==> config.mk <==
export PLATFORM = sky130hd
export DESIGN_NAME = pipe_stage_skid
export DESIGN_NICKNAME = d
export VERILOG_FILES = /design/src/rtl/cpu_pipe_pkg.sv /design/src/rtl/pipe_data_reg.sv /design/src/rtl/pipe_stage_skid.sv
export SDC_FILE = /design/constraint.sdc
export NUM_CORES = 1
export LEC_CHECK = 0
export ABC_AREA = 1
export CORE_MARGIN = 10
export CORE_UTILIZATION = 25
export DETAILED_ROUTE_END_ITERATION = 8
export PLACE_DENSITY = 0.5
export SYNTH_ARGS = -nofsm -noshare
export SYNTH_HDL_FRONTEND = slang
export SYNTH_SLANG_ARGS = --single-unit
==> constraint.sdc <==
create_clock -name clk -period 4.5 [get_ports clk]
set_input_delay 0.9 -clock clk [delete_from_list [all_inputs] [get_ports clk]]
set_output_delay 0.9 -clock clk [all_outputs]
set_load 0.05 [all_outputs]
==> src/rtl/cpu_pipe_pkg.sv <==
// Shared definitions for the 5-stage CPU pipeline registers: bundle widths,
// MEM/WB field offsets, hazard-class tags and stage-occupancy encodings.
package cpu_pipe_pkg;

  localparam int unsigned IF_ID_W  = 64;
  localparam int unsigned ID_EX_W  = 147;
  localparam int unsigned EX_MEM_W = 107;
  localparam int unsigned MEM_WB_W = 107;

  // MEM/WB bundle layout, LSB first
  localparam int unsigned MW_REGWRITE     = 0;
  localparam int unsigned MW_MEMTOREG_LSB = 1;    // [2:1]
  localparam int unsigned MW_WRITEREG_LSB = 3;    // [7:3]
  localparam int unsigned MW_READDATA_LSB = 8;    // [39:8]
  localparam int unsigned MW_ALUOUT_LSB   = 40;   // [71:40]
  localparam int unsigned MW_PC8_LSB      = 72;   // [103:72]
  localparam int unsigned MW_TAG_LSB      = 104;  // [106:104] hazard class
  localparam int unsigned MW_TAG_W        = 3;

  typedef enum logic [2:0] {
    TAG_NONE  = 3'd0,
    TAG_CAL_R = 3'd1,
    TAG_CAL_I = 3'd2,
    TAG_LD    = 3'd3,
    TAG_ST    = 3'd4,
    TAG_JAL   = 3'd5
  } hz_tag_e;

  typedef enum logic [1:0] {
    OCC_EMPTY = 2'd0,
    OCC_ONE   = 2'd1,
    OCC_TWO   = 2'd2
  } occ_e;

endpackage

==> src/rtl/pipe_data_reg.sv <==
// WIDTH-bit data register with async reset, load enable and synchronous
// clear (clear wins over load).
module pipe_data_reg #(
  parameter int unsigned WIDTH = 32
) (
  input  logic             clk,
  input  logic             reset,
  input  logic             load,
  input  logic             clear,
  input  logic [WIDTH-1:0] d,
  output logic [WIDTH-1:0] q
);

  logic [WIDTH-1:0] data_d, data_q;

  always_comb begin
    data_d = data_q;
    if (clear)     data_d = '0;
    else if (load) data_d = d;
  end

  always_ff @(posedge clk or posedge reset) begin
    if (reset) data_q <= '0;
    else       data_q <= data_d;
  end

  assign q = data_q;

endmodule

==> src/rtl/pipe_stage_skid.sv <==
// Inter-stage pipeline register with valid/ready handshake, flush-to-bubble
// and an optional 2-entry skid buffer that registers in_ready.
module pipe_stage_skid
  import cpu_pipe_pkg::*;
#(
  parameter int unsigned WIDTH       = 32,
  parameter bit          SKID_EN     = 1'b1,
  parameter bit          ZERO_BUBBLE = 1'b1
) (
  input  logic             clk,
  input  logic             reset,
  input  logic             flush,
  input  logic             in_valid,
  output logic             in_ready,
  input  logic [WIDTH-1:0] in_data,
  output logic             out_valid,
  input  logic             out_ready,
  output logic [WIDTH-1:0] out_data,
  output logic [1:0]       occupancy
);

  occ_e             state_d, state_q;
  logic             in_fire, out_fire;
  logic             main_load, main_clr, main_from_skid;
  logic             skid_load, skid_clr;
  logic [WIDTH-1:0] main_in, main_q, skid_q;

  assign out_valid = (state_q != OCC_EMPTY);
  assign in_fire   = in_valid & in_ready;
  assign out_fire  = out_valid & out_ready;
  assign out_data  = main_q;
  assign occupancy = state_q;

  always_comb begin
    state_d        = state_q;
    main_load      = 1'b0;
    main_clr       = 1'b0;
    main_from_skid = 1'b0;
    skid_load      = 1'b0;
    skid_clr       = 1'b0;
    if (flush) begin
      state_d  = OCC_EMPTY;
      main_clr = ZERO_BUBBLE;
      skid_clr = 1'b1;
    end else begin
      unique case (state_q)
        OCC_EMPTY: if (in_fire) begin
          state_d   = OCC_ONE;
          main_load = 1'b1;
        end
        OCC_ONE: begin
          if (in_fire && out_fire) begin
            main_load = 1'b1;
          end else if (in_fire && SKID_EN) begin
            state_d   = OCC_TWO;
            skid_load = 1'b1;
          end else if (out_fire) begin
            state_d  = OCC_EMPTY;
            main_clr = ZERO_BUBBLE;
          end
        end
        OCC_TWO: if (out_fire) begin
          state_d        = OCC_ONE;
          main_load      = 1'b1;
          main_from_skid = 1'b1;
          skid_clr       = 1'b1;
        end
        default: state_d = OCC_EMPTY;
      endcase
    end
  end

  always_ff @(posedge clk or posedge reset) begin
    if (reset) state_q <= OCC_EMPTY;
    else       state_q <= state_d;
  end

  assign main_in = main_from_skid ? skid_q : in_data;

  pipe_data_reg #(.WIDTH(WIDTH)) u_main (
    .clk   (clk),
    .reset (reset),
    .load  (main_load),
    .clear (main_clr),
    .d     (main_in),
    .q     (main_q)
  );

  generate
    if (SKID_EN) begin : g_skid
      logic in_ready_d, in_ready_q;

      pipe_data_reg #(.WIDTH(WIDTH)) u_skid (
        .clk   (clk),
        .reset (reset),
        .load  (skid_load),
        .clear (skid_clr),
        .d     (in_data),
        .q     (skid_q)
      );

      // Ready is a flop looking at the next state, so out_ready never
      // reaches in_ready combinationally.
      assign in_ready_d = (state_d != OCC_TWO);

      always_ff @(posedge clk or posedge reset) begin
        if (reset) in_ready_q <= 1'b1;
        else       in_ready_q <= in_ready_d;
      end

      assign in_ready = in_ready_q;
    end else begin : g_noskid
      logic unused_skid;

      assign skid_q      = '0;
      assign unused_skid = skid_load ^ skid_clr;
      assign in_ready    = out_ready | ~out_valid;
    end
  endgenerate

endmodule

# Word level (Yosys, flattened, before mapping)
# Index checks and enable logic that the tools add are counted.
# totals
register_bits,67
inputBits,37
out_inout_bits,36
elab_cells,41
# classes
eq_ne,3
mux,27
bitwise,2
n_reduce_logical,5
# ops
cell,count
two-way mux 32 bit,5
two-way mux 1 bit,14
two-way mux 2 bit,6
case mux 2 bit (3 select lines),1
nonzero test 2 bit,3
case mux 1 bit (3 select lines),1
AND 1 bit,2
"== test 2 x 1 -> 1 bit, second input constant",1
"== test 2 bit, second input constant",1
zero test 2 bit,1
"!= test 2 bit, second input constant",1
logical AND 1 bit,1

# Logic depth before layout (Yosys ltp)
# Gate-level depths: netlist of the first run.
# logic_depth
word_depth,8
mapped_depth,8
ltp_nobuf,7

# Modules after synthesis
# Synthesis of the first run repeated with hierarchy kept, for this count alone.
# unflattened
cells_unflattened,419
area_unflattened_um2,3362.0
# modules_own_cells
mod,n_inst,cells_each,area_each_um2,seq_area_each_um2
pipe_data_reg,2,141,1323.8,800.8
pipe_stage_skid,1,137,714.4,76.3

# Least setup slack after synthesis of the first run
# No wires, ideal clock.
# synth_timing
kind,register -> output
startpoint,reg state_q[1] (netlist: occupancy[1])
endpoint,out out_valid
t_arrival_ns,1.174
required_time_ns,3.600
setup_slack_ns,2.426
stages_incl_launch_ff,3
path_buffers,0
cell_sequence,dfrtp_1 inv_2 nand2_1
# synth_between
elab_chain_cells,1
# synth_lines
element,line,source
from (decl),pipe_stage_skid.sv:22,"occ_e state_d, state_q;"
from (signal assigned),pipe_stage_skid.sv:75,else state_q <= state_d;
nonzero test 2 bit,pipe_stage_skid.sv:28,assign out_valid = (state_q != OCC_EMPTY);
to (decl),pipe_stage_skid.sv:16,"output logic out_valid,"
# Every way passes these cells.

# Worst setup path after layout of the first run
# layout_timing
startpoint,in flush
endpoint,reg u_main.data_q[13] (netlist: u_main.q[13])
# layout_between
elab_chain_cells,4
elab_cells_between_ends,7
classes_between,mux: 6; reduce/logical: 1
# layout_lines
element,line,source
from (decl),pipe_stage_skid.sv:12,"input logic flush,"
two-way mux 1 bit,pipe_stage_skid.sv:41,if (flush) begin
two-way mux 32 bit,pipe_stage_skid.sv:78,assign main_in = main_from_skid ? skid_q : in_data;
two-way mux 32 bit,pipe_data_reg.sv:19,else if (load) data_d = d;
two-way mux 32 bit,pipe_data_reg.sv:18,if (clear) data_d = '0;
to (signal assigned),pipe_data_reg.sv:24,else data_q <= data_d;
to (decl),pipe_data_reg.sv:14,"logic [WIDTH-1:0] data_d, data_q;"
# Several ways; a longest one is shown, not always the timed one. The select of a mux whose other input is x is not followed.
# A chain may end at the register's enable or synchronous reset.

==> flow_summary.yaml, run 1 <==
timing:
  fin_crit_sh_pct: 65.7
  grt_setup_unrepaired: "false"
  setup_viol: 0
  whs_ps: 509
  slew_viol_final: 0
  post-route-min-period_ps: 2960
  max_slew_margin_pct: 23.0
  skew_ps: 7.54
  final.setup.tns_ps: 0
  timing.fmax_mhz: 338
  hold_viol: 0
  tightestPinTransition_ps: 1150
global_routing:
  grt_max_degree: 39
  grt_pass1_wl_um: 17500
  overflow: 0
  antenna_found_initial: 0
  first_global_vias: 3151
  grt_util_all_layers_pct: 12.2
pwr:
  p_leak_nw: 2.23
  totalPowerFinal_w: 0.00169
  power.density_nw_per_um2: 386
  vdd.ir_drop.worst_v: 0.000148
drt:
  drtIter0Drc: 217
  antenna_left: 0
  vias_per_cell: 4.58
  drt-total-wl_um: 10600
  drc: 0
  vias: 2996
  first_pass_iters: 4
  routedWlPerCell_um: 16.2
worst_hold_path:
  min_from: "g_skid.u_skid.q[12]$_DFFE_PP0P_"
  min_delay_worst_endpoint: "g_skid.u_skid.q[12]$_DFFE_PP0P_"
  hold_depth: 2
  hp-class: "flip-flop to flip-flop"
yosys:
  synth_xor_area_share_pct: 0
  synth_cell_types: 14
  synth_top_family_by_area: "simple AND/OR/NAND/NOR gates"
  synth-simple-area-share_pct: 41.5
  yosysWarningCount: 0
  ys_seq_elements: 67
  synth.most_common_cell: "nand2_1"
  synth_top_area_cell: "dfrtp_1"
  yosysSeqAreaShare_pct: 52.7
  synth.top_cells.by_area: "dfrtp_1 52%, nand2_1 24%, nand3_1 10%"
  synth_edf_count: 0
  yosys-top-cells-count: "202 x nand2_1, 66 x dfrtp_1, 65 x nand3_1"
  synth_area_um2: 3190
  netlist_instances: 416
  yosys.area_share.adder_pct: 0
  synth_compound_area_share_pct: 0.550
  syn_nets: 453
  async_flop_share_pct: 100
  syn_area_per_cell_um2: 7.66
  synth_top_cell_area_share_pct: 51.8
  synth_ff_type: "dfrtp_1"
  yosys-mux-area-fraction_pct: 0
floorplanning:
  die_h_um: 133
  core_um2: 12600
  start_util_pct: 25.4
  dieArea_um2: 17700
  die_x_um: 133
  io_pins: 73
  rows: 41
worst_setup_path:
  path_class: "primary input to flip-flop"
  endpoint_kind: "flip-flop"
  crit_fanout: 34
  required_ps: 4710
  r2r_cells: 6
  arrival_ps: 3170
  rr_endpoint: "g_skid.u_skid.q[25]$_DFFE_PP0P_"
  r2r_start: "occupancy[0]$_DFF_PP0_"
  worstSetupStartpointType: "primary input"
  r2r_setup_slack_ps: 2530
clock_network:
  tritoncts: "done"
  numCtsBuffers: 9
  cts-root-buf: "clkbuf_16"
  path_clk_slew_ps: 60
  cts.sink_count: 67
  clkLatencyLatePin_ps: 330
  cts_resized: 0
  ctsHoldBuffers: 0
  cts_post_setup_buffers_inserted: 0
  clockBufferDepth: 2
  h-tree-depth: 3
cells_and_area:
  synthToLayoutAreaGrowth_pct: 37.7
  stdcell_area_um2: 4390
  diodes: 0
  fin_nets: 514
  drive_above_1_share_pct: 7.05
placement:
  buffer_ports.inserted: 72
  gp_congestion: 0.774
  hpwl_um: 6760
  post_dp_cell_area_um2: 4060
outcome:
  status: "complete, no violations"
run:
  max-cap-violations: 0
==> flip-flops by register name, indices dropped and copies added, names as in the netlist <==
register and count:
occupancy 2, u_main.q 32, in_ready 1, g_skid.u_skid.q 32
==> worst max-delay path by stage <==
| stage | start | endpoint | slack (ps) | cells past startpoint |
|---|---|---|---|---|
| after floorplan | reset | g_skid.u_skid.q[0]$_DFFE_PP0P_ | 1920 | 1 |
| after global placement | flush | u_main.q[10]$_DFFE_PP0P_ | 1260 | 9 |
| after detailed placement | flush | u_main.q[13]$_DFFE_PP0P_ | 1200 | 9 |
| after CTS | flush | u_main.q[13]$_DFFE_PP0P_ | 1520 | 9 |
| after global routing | flush | u_main.q[13]$_DFFE_PP0P_ | 1370 | 9 |
| final | flush | u_main.q[13]$_DFFE_PP0P_ | 1540 | 9 |
==> final cells by class <==
| class | count | area, µm² |
|---|---|---|
| multi-input cells | 310 | 1350 |
| clock buffers | 9 | 225 |
| inverters | 8 | 30.0 |
| well taps | 172 | 215 |
| flip-flops and latches | 67 | 1680 |
| repair buffers | 81 | 783 |
| clock inverters | 7 | 101 |
| fillers | 1319 | 8180 |
==> routing by layer <==
layer	global-route usage, %	wire length [µm]
met1	15.4	4900
met2	19.9	5000
met3	3.29	624
met4	3.55	62
met5	0	0
==> per-stage QoR <==
stage | util (%) | cells | setup WS [ps]
finish | 34.9 | 654 | 1540
global route | 34.9 | 654 | 1370
CTS | 34.9 | 654 | 1520
detailed placement | 32.3 | 638 | 1200
global placement | 32.3 | 638 | 1260
floorplan | - | 416 | 1920
==> cells in the final DEF, fill, tap and decap left out, types with 2 or more instances in the layout <==
cell type,n
clkdlybuf4s50_1,71
inv_2,3
clkinvlp_4,2
bufinv_16,2
inv_1,4
clkbuf_16,9
clkinv_4,2
a21oi_1,2
dfrtp_1,66
nand3_1,65
nand2_1,202
nand4_1,35
nor2_2,3
buf_4,9
==> logic make-up (layout without fill, tap and decap cells) <==
logic type      Yosys count  count (layout)
compound gates            3               3
buf+inv                  39             105
flops                    67              67
simple gates            307             307
==> where the power goes <==
part / internal [W] / total (W) / switching [W]
logic: 0.0000909 / 0.000280 / 0.000189
registers: 0.000631 / 0.000649 / 0.0000181
clock network: 0.000489 / 0.000764 / 0.000276
==> critical path, stage by stage <==
cell and delay (ps):
clkdlybuf4s50_1 520, clkinv_1 80, buf_4 360, nand4_1 590, buf_4 440, nand2_1 100
nand2_1 50, nand2_1 60, nand2_1 50
No activity file was read; power rests on OpenSTA's default activity.
==> run 2: changes to the inputs <==
--- a/config.mk
+++ b/config.mk
@@ -9,7 +9,7 @@
 export CORE_MARGIN = 10
 export CORE_UTILIZATION = 25
 export DETAILED_ROUTE_END_ITERATION = 8
-export PLACE_DENSITY = 0.5
+export PLACE_DENSITY = 0.51
 export SYNTH_ARGS = -nofsm -noshare
 export SYNTH_HDL_FRONTEND = slang
 export SYNTH_SLANG_ARGS = --single-unit
==> constraint.sdc (replaced) <==
create_clock -name clk -period 2.7 [get_ports clk]
set_input_delay 0.54 -clock clk [delete_from_list [all_inputs] [get_ports clk]]
set_output_delay 0.54 -clock clk [all_outputs]
set_load 0.05 [all_outputs]
==> run 2 against run 1 <==
Effect of this change: clock power increased by 57%; design area increased by 1.8%; sequential cell count unchanged; first-iteration DRC count decreased by 15%; non-clock buffer count increased by 4; worst hold slack improved by 1.8 ps; worst setup slack got worse by 1200 ps; core utilization increased by 0.64 points; global-route usage decreased by 0.53 points; wire length decreased by 4.1%; combinational power increased by 70%; register-to-register slack got worse by 1700 ps; critical path type is now flip-flop to primary output; critical endpoint is now out_valid; highest routed layer unchanged.
==> flow_summary.yaml, run 2 (synthesis gave the netlist of run 1 again) <==
global_routing:
  grt_util_all_layers_pct: 11.7
  grt_max_degree: 43
  first_global_vias: 3154
  met2_usage_pct: 19.2
  grt_busiest_layer: "met2"
  overflow: 0
  use_met1_pct: 14.4
  antenna_found_initial: 0
  use_met3_pct: 3.10
  grt_pass1_wl_um: 16600
timing:
  post-route-min-period_ps: 2330
  setup_viol: 0
  hold_viol: 0
  slew_viol_final: 0
  tightestPinTransition_ps: 1050
  final.setup.tns_ps: 0
  grt_setup_unrepaired: "false"
  fin_crit_sh_pct: 86.4
  skew_ps: 6.43
  timing.fmax_mhz: 429
  max_slew_margin_pct: 29.6
floorplanning:
  die_h_um: 133
  dieArea_um2: 17700
  rows: 41
  core_um2: 12600
  start_util_pct: 25.4
  io_pins: 73
  die_x_um: 133
cells_and_area:
  stdcell_area_um2: 4470
  final_cells: 658
  layout_commonest_cell: "nand2_1"
  drive_above_1_share_pct: 7.82
  diodes: 0
  synthToLayoutAreaGrowth_pct: 40.2
  final_cell_mix: "202 x nand2_1, 71 x clkdlybuf4s50_1, 66 x dfrtp_1"
  utilization_pct: 35.5
  fin_nets: 518
clock_network:
  ctsHoldBuffers: 0
  cts_post_setup_buffers_inserted: 0
  clockBufferDepth: 2
  cts-root-buf: "clkbuf_16"
  cts.sink_count: 67
  tritoncts: "done"
  cts_resized: 0
  path_clk_slew_ps: 60
  clkLatencyLatePin_ps: 330
  numCtsBuffers: 9
  h-tree-depth: 3
placement:
  dp.cells: 642
  post_dp_cell_area_um2: 4160
  gp_congestion: 0.746
  hpwl_um: 6710
  buffer_ports.inserted: 72
drt:
  drc: 0
  vias_per_cell: 4.58
  routedWlPerCell_um: 15.4
  vias: 3012
  drtIter0Drc: 185
  drt-total-wl_um: 10200
  first_pass_iters: 4
  antenna_left: 0
pwr:
  p_int_w: 0.00196
  p_sw_share_pct: 28.9
  power.density_nw_per_um2: 616
  p_sw_w: 0.000796
  comb_power_share_pct: 17.3
  clockPowerShare_pct: 43.4
  p_leak_nw: 2.27
  vdd.ir_drop.worst_v: 0.000252
  pwr-share-seq_pct: 39.2
worst_setup_path:
  arrival_ps: 1790
  path_class: "flip-flop to primary output"
  worstSetupStartpointType: "flip-flop"
  endpoint_kind: "primary output"
  required_ps: 2160
  crit_fanout: 7
worst_hold_path:
  hp-class: "flip-flop to flip-flop"
outcome:
  status: "complete, no violations"
run:
  max-cap-violations: 0
-- run 2: cell count changes in the layout (fill, tap and decap cells not counted), sizes merged --
cell	previous run	this run
clkinvlp	2	1
inv	8	7
clkinv	3	5
bufinv	2	1
clkbuf	9	10
buf	10	14
-- run 2: metrics by stage --
stage	total power (W)	hold slack (ps)	setup WS, ps
after floorplan	0.00137	479	478
after global placement	0.00158	493	459
after detailed placement	0.00158	494	421
after CTS	0.00278	512	353
after global routing	0.00289	539	302
final	0.00275	511	368
-- run 2: layer usage --
layer  part of all wire (%)  vias up  wire length [µm]
met5                      0        -                 0
met4                    1.1        0               110
met3                    5.3        8               535
met2                     48       78              4850
met1                     46     1433              4650
li1                       -     1493                 -
-- run 2: final timing paths --
check / from / to / slack [ps] / cells after the start
setup reg to reg: occupancy[0]$_DFF_PP0_ / g_skid.u_skid.q[5]$_DFFE_PP0P_ / 810 / 6
min in group asynchronous: reset / occupancy[1]$_DFF_PP0_ / 610 / 2
setup / recovery: occupancy[0]$_DFF_PP0_ / out_valid / 370 / 3
hold / removal: g_skid.u_skid.q[13]$_DFFE_PP0P_ / g_skid.u_skid.q[13]$_DFFE_PP0P_ / 510 / 2
hold reg to reg: g_skid.u_skid.q[13]$_DFFE_PP0P_ / g_skid.u_skid.q[13]$_DFFE_PP0P_ / 510 / 2
max in group asynchronous: reset / g_skid.u_skid.q[15]$_DFFE_PP0P_ / 1460 / 3
-- run 2: critical path, cell delays in order, from the launching register on --
cell and delay [ps]:
dfrtp_1 470, inv_2 80, nand2_1 100, clkdlybuf4s50_1 810
-- run 2: power by group through the flow --
stage / Clock (W) / Combinational [W] / Sequential (W)
after CTS: 0.00122 / 0.000485 / 0.00108
after floorplan: 0 / 0.000146 / 0.00122
final: 0.00120 / 0.000477 / 0.00108
after detailed placement: 0 / 0.000483 / 0.00110
after global routing: 0.00129 / 0.000517 / 0.00109
after global placement: 0 / 0.000481 / 0.00110
-- run 2: final cells by class --
class / count / area [µm²]
Clock inverter: 6 / 65.1
Fill cell: 1316 / 8100
Timing Repair Buffer: 85 / 876
Tap cell: 172 / 215
Clock buffer: 10 / 239
Inverter: 8 / 30.0
Sequential cell: 67 / 1680
Multi-Input combinational cell: 310 / 1360
==> run 3: changes to the inputs <==
--- a/config.mk
+++ b/config.mk
@@ -9,6 +9,7 @@
 export CORE_MARGIN = 10
 export CORE_UTILIZATION = 25
 export DETAILED_ROUTE_END_ITERATION = 8
+export GPL_ROUTABILITY_DRIVEN = 0
 export PLACE_DENSITY = 0.51
 export SYNTH_ARGS = -nofsm -noshare
 export SYNTH_HDL_FRONTEND = slang
==> results of run 3 <==
No change in the layout: final DEF, timing and power equal those of run 2.
